==> src/rtl/ysyx_23060061_mc_core.sv <==
// rtl/ysyx_23060061_mc_core.sv - multi-cycle RV32I/RV32E integer core (FETCH/WAIT/EXEC/HALT)
module ysyx_23060061_mc_core #(
    parameter int                XLEN     = 32,
    parameter logic [XLEN-1:0]   RESET_PC = 32'h8000_0000,
    parameter int                NREG     = 32,
    parameter int                CNT_W    = 32
) (
    input  logic              clk,
    input  logic              rst,
    output logic              ifu_req_valid,
    input  logic              ifu_req_ready,
    output logic [XLEN-1:0]   ifu_req_addr,
    input  logic              ifu_rsp_valid,
    input  logic [31:0]       ifu_rsp_inst,
    output logic [XLEN-1:0]   pc,
    output logic              retire,
    output logic [CNT_W-1:0]  retire_cnt,
    output logic              halted,
    output logic              illegal,
    output logic [XLEN-1:0]   halt_code
);
    localparam int        IDX_W  = $clog2(NREG);
    localparam logic [5:0] NREG_L = 6'(NREG);

    typedef enum logic [1:0] {S_FETCH, S_WAIT, S_EXEC, S_HALT} state_t;
    state_t state, state_nx;

    logic [31:0]     ir;
    logic [XLEN-1:0] regs [NREG];

    logic [6:0] opcode, funct7;
    logic [4:0] rd, rs1, rs2;
    logic [2:0] funct3;
    assign opcode = ir[6:0];
    assign rd     = ir[11:7];
    assign funct3 = ir[14:12];
    assign rs1    = ir[19:15];
    assign rs2    = ir[24:20];
    assign funct7 = ir[31:25];

    logic [XLEN-1:0] imm_i, imm_u, imm_j, rs1_val, rs2_val;
    assign imm_i   = {{20{ir[31]}}, ir[31:20]};
    assign imm_u   = {ir[31:12], 12'b0};
    assign imm_j   = {{12{ir[31]}}, ir[19:12], ir[20], ir[30:21], 1'b0};
    assign rs1_val = (rs1 == 5'd0) ? '0 : regs[rs1[IDX_W-1:0]];
    assign rs2_val = (rs2 == 5'd0) ? '0 : regs[rs2[IDX_W-1:0]];

    logic            legal, wen, is_ebreak, use_rs1, use_rs2, use_rd, bad_idx, ill;
    logic [XLEN-1:0] wdata, next_pc;

    always_comb begin
        legal     = 1'b0;
        wen       = 1'b0;
        is_ebreak = 1'b0;
        use_rs1   = 1'b0;
        use_rs2   = 1'b0;
        use_rd    = 1'b0;
        wdata     = '0;
        next_pc   = pc + XLEN'(4);
        case (opcode)
            7'b0010011: if (funct3 == 3'b000) begin
                legal = 1'b1; wen = 1'b1; use_rs1 = 1'b1; use_rd = 1'b1;
                wdata = rs1_val + imm_i;
            end
            7'b0110011: if (funct3 == 3'b000 && (funct7 == 7'b0000000 || funct7 == 7'b0100000)) begin
                legal = 1'b1; wen = 1'b1; use_rs1 = 1'b1; use_rs2 = 1'b1; use_rd = 1'b1;
                wdata = funct7[5] ? (rs1_val - rs2_val) : (rs1_val + rs2_val);
            end
            7'b0110111: begin
                legal = 1'b1; wen = 1'b1; use_rd = 1'b1;
                wdata = imm_u;
            end
            7'b0010111: begin
                legal = 1'b1; wen = 1'b1; use_rd = 1'b1;
                wdata = pc + imm_u;
            end
            7'b1101111: begin
                legal = 1'b1; wen = 1'b1; use_rd = 1'b1;
                wdata   = pc + XLEN'(4);
                next_pc = pc + imm_j;
            end
            7'b1100111: if (funct3 == 3'b000) begin
                legal = 1'b1; wen = 1'b1; use_rs1 = 1'b1; use_rd = 1'b1;
                wdata   = pc + XLEN'(4);
                next_pc = (rs1_val + imm_i) & ~XLEN'(1);
            end
            7'b1110011: if (ir == 32'h0010_0073) begin
                legal = 1'b1; is_ebreak = 1'b1;
            end
            default: ;
        endcase
    end

    // Only the register fields an instruction actually uses can make it illegal on RV32E
    assign bad_idx = (use_rs1 && ({1'b0, rs1} >= NREG_L)) ||
                     (use_rs2 && ({1'b0, rs2} >= NREG_L)) ||
                     (use_rd  && ({1'b0, rd}  >= NREG_L));
    assign ill = !legal || bad_idx;

    always_comb begin
        state_nx = state;
        case (state)
            S_FETCH: if (ifu_req_ready) state_nx = S_WAIT;
            S_WAIT:  if (ifu_rsp_valid) state_nx = S_EXEC;
            S_EXEC:  state_nx = (ill || is_ebreak) ? S_HALT : S_FETCH;
            default: state_nx = S_HALT;
        endcase
    end

    assign ifu_req_valid = (state == S_FETCH);
    assign ifu_req_addr  = pc;
    assign retire        = (state == S_EXEC) && !ill;

    always_ff @(posedge clk or posedge rst) begin
        if (rst) begin
            state      <= S_FETCH;
            pc         <= RESET_PC;
            ir         <= '0;
            retire_cnt <= '0;
            halted     <= 1'b0;
            illegal    <= 1'b0;
            halt_code  <= '0;
            for (int i = 0; i < NREG; i++) regs[i] <= '0;
        end else begin
            state <= state_nx;
            if (state == S_WAIT && ifu_rsp_valid) ir <= ifu_rsp_inst;
            if (state == S_EXEC) begin
                if (ill) begin
                    illegal   <= 1'b1;
                    halted    <= 1'b1;
                    halt_code <= regs[10];
                end else begin
                    retire_cnt <= retire_cnt + CNT_W'(1);
                    if (is_ebreak) begin
                        halted    <= 1'b1;
                        halt_code <= regs[10];
                    end else begin
                        pc <= next_pc;
                    end
                    if (wen && rd != 5'd0) regs[rd[IDX_W-1:0]] <= wdata;
                end
            end
        end
    end
endmodule

==> config.mk <==
export PLATFORM = sky130hd
export DESIGN_NAME = ysyx_23060061_mc_core
export DESIGN_NICKNAME = d
export VERILOG_FILES = /design/src/rtl/ysyx_23060061_mc_core.sv
export SDC_FILE = /design/constraint.sdc
export NUM_CORES = 2
export LEC_CHECK = 0
export BUFFER_PORTS_ARGS = -buffer_cell sky130_fd_sc_hd__buf_4
export CORE_ASPECT_RATIO = 1.25
export CORE_MARGIN = 3
export CORE_UTILIZATION = 45
export CTS_BUF_LIST = sky130_fd_sc_hd__clkbuf_2 sky130_fd_sc_hd__clkbuf_4 sky130_fd_sc_hd__clkbuf_8
export CTS_CLUSTER_DIAMETER = 60
export CTS_CLUSTER_SIZE = 25
export DETAILED_ROUTE_END_ITERATION = 12
export MAX_ROUTING_LAYER = met4
export PLACE_DENSITY_LB_ADDON = 0.25
export SYNTH_ARGS = -nofsm -noshare
export SYNTH_HDL_FRONTEND = slang
export SYNTH_SLANG_ARGS = --single-unit
==> constraint.sdc <==
create_clock -name clk -period 44.5 [get_ports clk]
set_input_delay 0 -clock clk [delete_from_list [all_inputs] [get_ports clk]]
set_output_delay 0 -clock clk [all_outputs]
set_load 0.005 [all_outputs]
==> results_dict.tcl <==
set metrics [dict create \
    dp_hpwl_um 149000 \
    yosysWarnings 0 \
    antenna_found_initial 9 \
    critPathKind "reg2reg" \
    area_delta_synth_final_pct 8.52 \
    dpl_worst_slack_ps 36090 \
    final_nets 6563 \
    drive_above_1_share 0.177 \
    grt-ovfl-total 0 \
    rsz0062_at_grt "false" \
    dr.pass1.iters 5 \
    fill_cells 13300 \
    dr_wl_met2_um 106000 \
    numCtsBuffers 93 \
    die_w_um 350 \
    setup_viol_count_final 0 \
    grt_pass1_vias 52100 \
    core.rowCount 157 \
    cts_tree "yes" \
    place_congestion 0.986 \
    finalSetupTns_ps 0 \
    synth-seq-area-share 0.433 \
    htree_levels 3 \
    relSlewSlack 0.141 \
    highest_layer "met4" \
    core_area_sq_mm 0.147 \
    drcViolationCount 0 \
    crit_required_ps 45240 \
    totalPowerFinal_mw 1.79 \
    dieArea_sq_mm 0.153 \
    power_leakage_nw 30.1 \
    worst_pin_slew_ps 1280 \
    worstHoldPathType "reg2reg" \
    clk_path_buf_depth 3 \
    cts.repair.resized 0 \
    route.met3.wl_um 19900 \
    dp_cells 8158 \
    finalHoldViolCount 0 \
    cts_hold_buffers 70 \
    path_clk_slew_ps 150 \
    synth_cell_types 91 \
    netlist_instances 6557 \
    holdWs_ps 386 \
    maxSlewViolCount 0 \
    grt_first_pass_wirelength_um 345000 \
    vdd_drop_max_uv 17.1 \
    fmax_ghz 0.118 \
    powerDensity_mw_per_mm2 24.7 \
    finClkSkew_ps 74.3 \
    place_area_sq_mm 0.0694 \
    syn_area_sq_mm 0.0667 \
    grt_start_max_net_pins 183 \
    arrival_ps 9230 \
    ys_ff_latch 1155 \
    fp.dieH_um 436 \
    global_route.usage.total 0.309 \
    drv_cap 0 \
    via_per_inst 6.37 \
    async_reset_ff_frac 1.00 \
    outcome "finished clean" \
    finalWirelength_um 231000 \
    cts_setup_buffers 0 \
    finalCriticalPeriod_ps 8490 \
    synth-edff-count 0 \
    period_share 0.191 \
    crit_path_end_kind "flop" \
    setup_ws_ps 36010 \
    stdcell_count 8409 \
    wl_met1_um 93800 \
    fin_util 0.493 \
    port-buffer-count 165 \
    cp-start-kind "flop" \
    critPathMaxFanout 92 \
    ios 168 \
    final_area_sq_mm 0.0724 \
    drtIter0Drc 6006 \
    vias 53600 \
    start_util 0.454 \
    wl_per_cell_um 27.5 \
    avgSynthCellArea_sq_um 10.2 \
    synth_flop_cell "dfrtp_1" \
    clk_latency_ps 890 \
    clock-root-buffer "clkbuf_8" \
    drtAntennaViolNets 0 \
    clock_sinks 1155 \
]
==> synth_stat cells, types with 23 or more instances <==
cell,n,share of area
a21oi_1,635,0.048
o2111ai_1,33,0.0043
buf_4,52,0.0059
and2_1,28,0.0026
buf_1,37,0.0021
nor3_1,70,0.0053
xor2_1,84,0.011
o21ai_0,701,0.053
a221oi_1,30,0.0039
mux2_2,111,0.019
and3_1,40,0.0038
mux2i_1,263,0.039
o221ai_1,50,0.0066
a22oi_1,87,0.0098
nand3_1,89,0.0067
xnor2_1,92,0.012
a211oi_1,23,0.0026
buf_2,53,0.0040
nor2b_1,23,0.0022
inv_1,48,0.0027
nor2_1,591,0.033
dfrtp_1,1154,0.43
nand2_1,789,0.044
a21o_1,47,0.0053
nand4_1,24,0.0023
clkbuf_1,478,0.027
o22ai_1,48,0.0045
ha_1,108,0.020
mux4_2,420,0.14
==> critical path, stage by stage, from the launching register on <==
cell      delay [ps]
dfrtp_4          980
buf_12           590
buf_4            790
buf_4            700
mux4_2           600
mux4_2           570
a21oi_1          530
nor2_1           140
ha_1             370
a21oi_1          180
o211ai_1         100
o21ba_2          250
nor3_1            70
o311a_1          380
o21ai_1          280
a21boi_0         160
or3_1            370
a31oi_2          450
buf_4            420
o21ai_0          170
==> layout make-up <==
cell class,instances,area [sq um],share of cell area
Inverter,50,195,0.00270
Sequential cell,1155,28900,0.400
Multi-Input combinational cell,4716,35300,0.488
Tap cell,1908,2390,0.0330
Timing Repair Buffer,399,3250,0.0448
Clock inverter,75,975,0.0135
Antenna cell,9,22.5,0.000311
Clock buffer,97,1330,0.0184
==> kinds of logic after synthesis <==
family          synth area share
compound gates             0.162
simple gates               0.114
flops                      0.433
mux                        0.201
buf+inv                   0.0450
xor+xnor                  0.0234
fa+ha+maj                 0.0215
other cells            0.0000562
==> state kept, by name (all words and copies together) (netlist names) <==
| signal | flops |
|---|---|
| halt_code | 32 |
| ir | 32 |
| illegal | 1 |
| retire_cnt | 32 |
| ifu_req_addr | 31 |
| halted | 1 |
| state | 2 |
| regs | 1024 |
==> power breakdown <==
part / internal, mW / leakage, nW / switching [mW] / total, mW
combinational: 0.00695 / 12.9 / 0.0228 / 0.0298
clock: 0.265 / 1.14 / 0.445 / 0.710
sequential: 1.05 / 16.1 / 0 / 1.05
==> cell usage in the layout, fill, tap and decap left out, types with 70 or more instances in the layout <==
master,n
xnor2_1,92
dfrtp_1,1147
clkbuf_8,96
o21ai_0,701
ha_1,108
mux2i_1,262
nand3_1,89
mux4_2,420
a21oi_1,621
mux2_2,111
buf_4,323
a22oi_1,86
nand2_1,775
nor2_1,574
dlygate4sd3_1,70
xor2_1,84
==> routing by layer <==
| layer | GRT usage | vias to the layer above |
|---|---|---|
| met5 | - | - |
| met4 | 0.139 | 0 |
| met3 | 0.0521 | 558 |
| met2 | 0.470 | 2615 |
| met1 | 0.407 | 26800 |
| li1 | - | 23600 |
==> path summary, 6_finish.rpt <==
kind                                        start                     end  slack (ps)  cells after the start
setup / recovery               ir[15]$_DFFE_PP0P_   regs[214]$_DFFE_PP0P_       36010                     19
hold reg to reg            regs[1008]$_DFFE_PP0P_  regs[1008]$_DFFE_PP0P_         390                      0
setup reg to reg               ir[15]$_DFFE_PP0P_   regs[214]$_DFFE_PP0P_       36010                     19
min in group asynchronous                     rst   regs[125]$_DFFE_PP0P_         400                      4
max in group asynchronous                     rst   regs[589]$_DFFE_PP0P_       40010                      8
hold / removal             regs[1008]$_DFFE_PP0P_  regs[1008]$_DFFE_PP0P_         390                      0
Power figures use the tool's default switching activity.
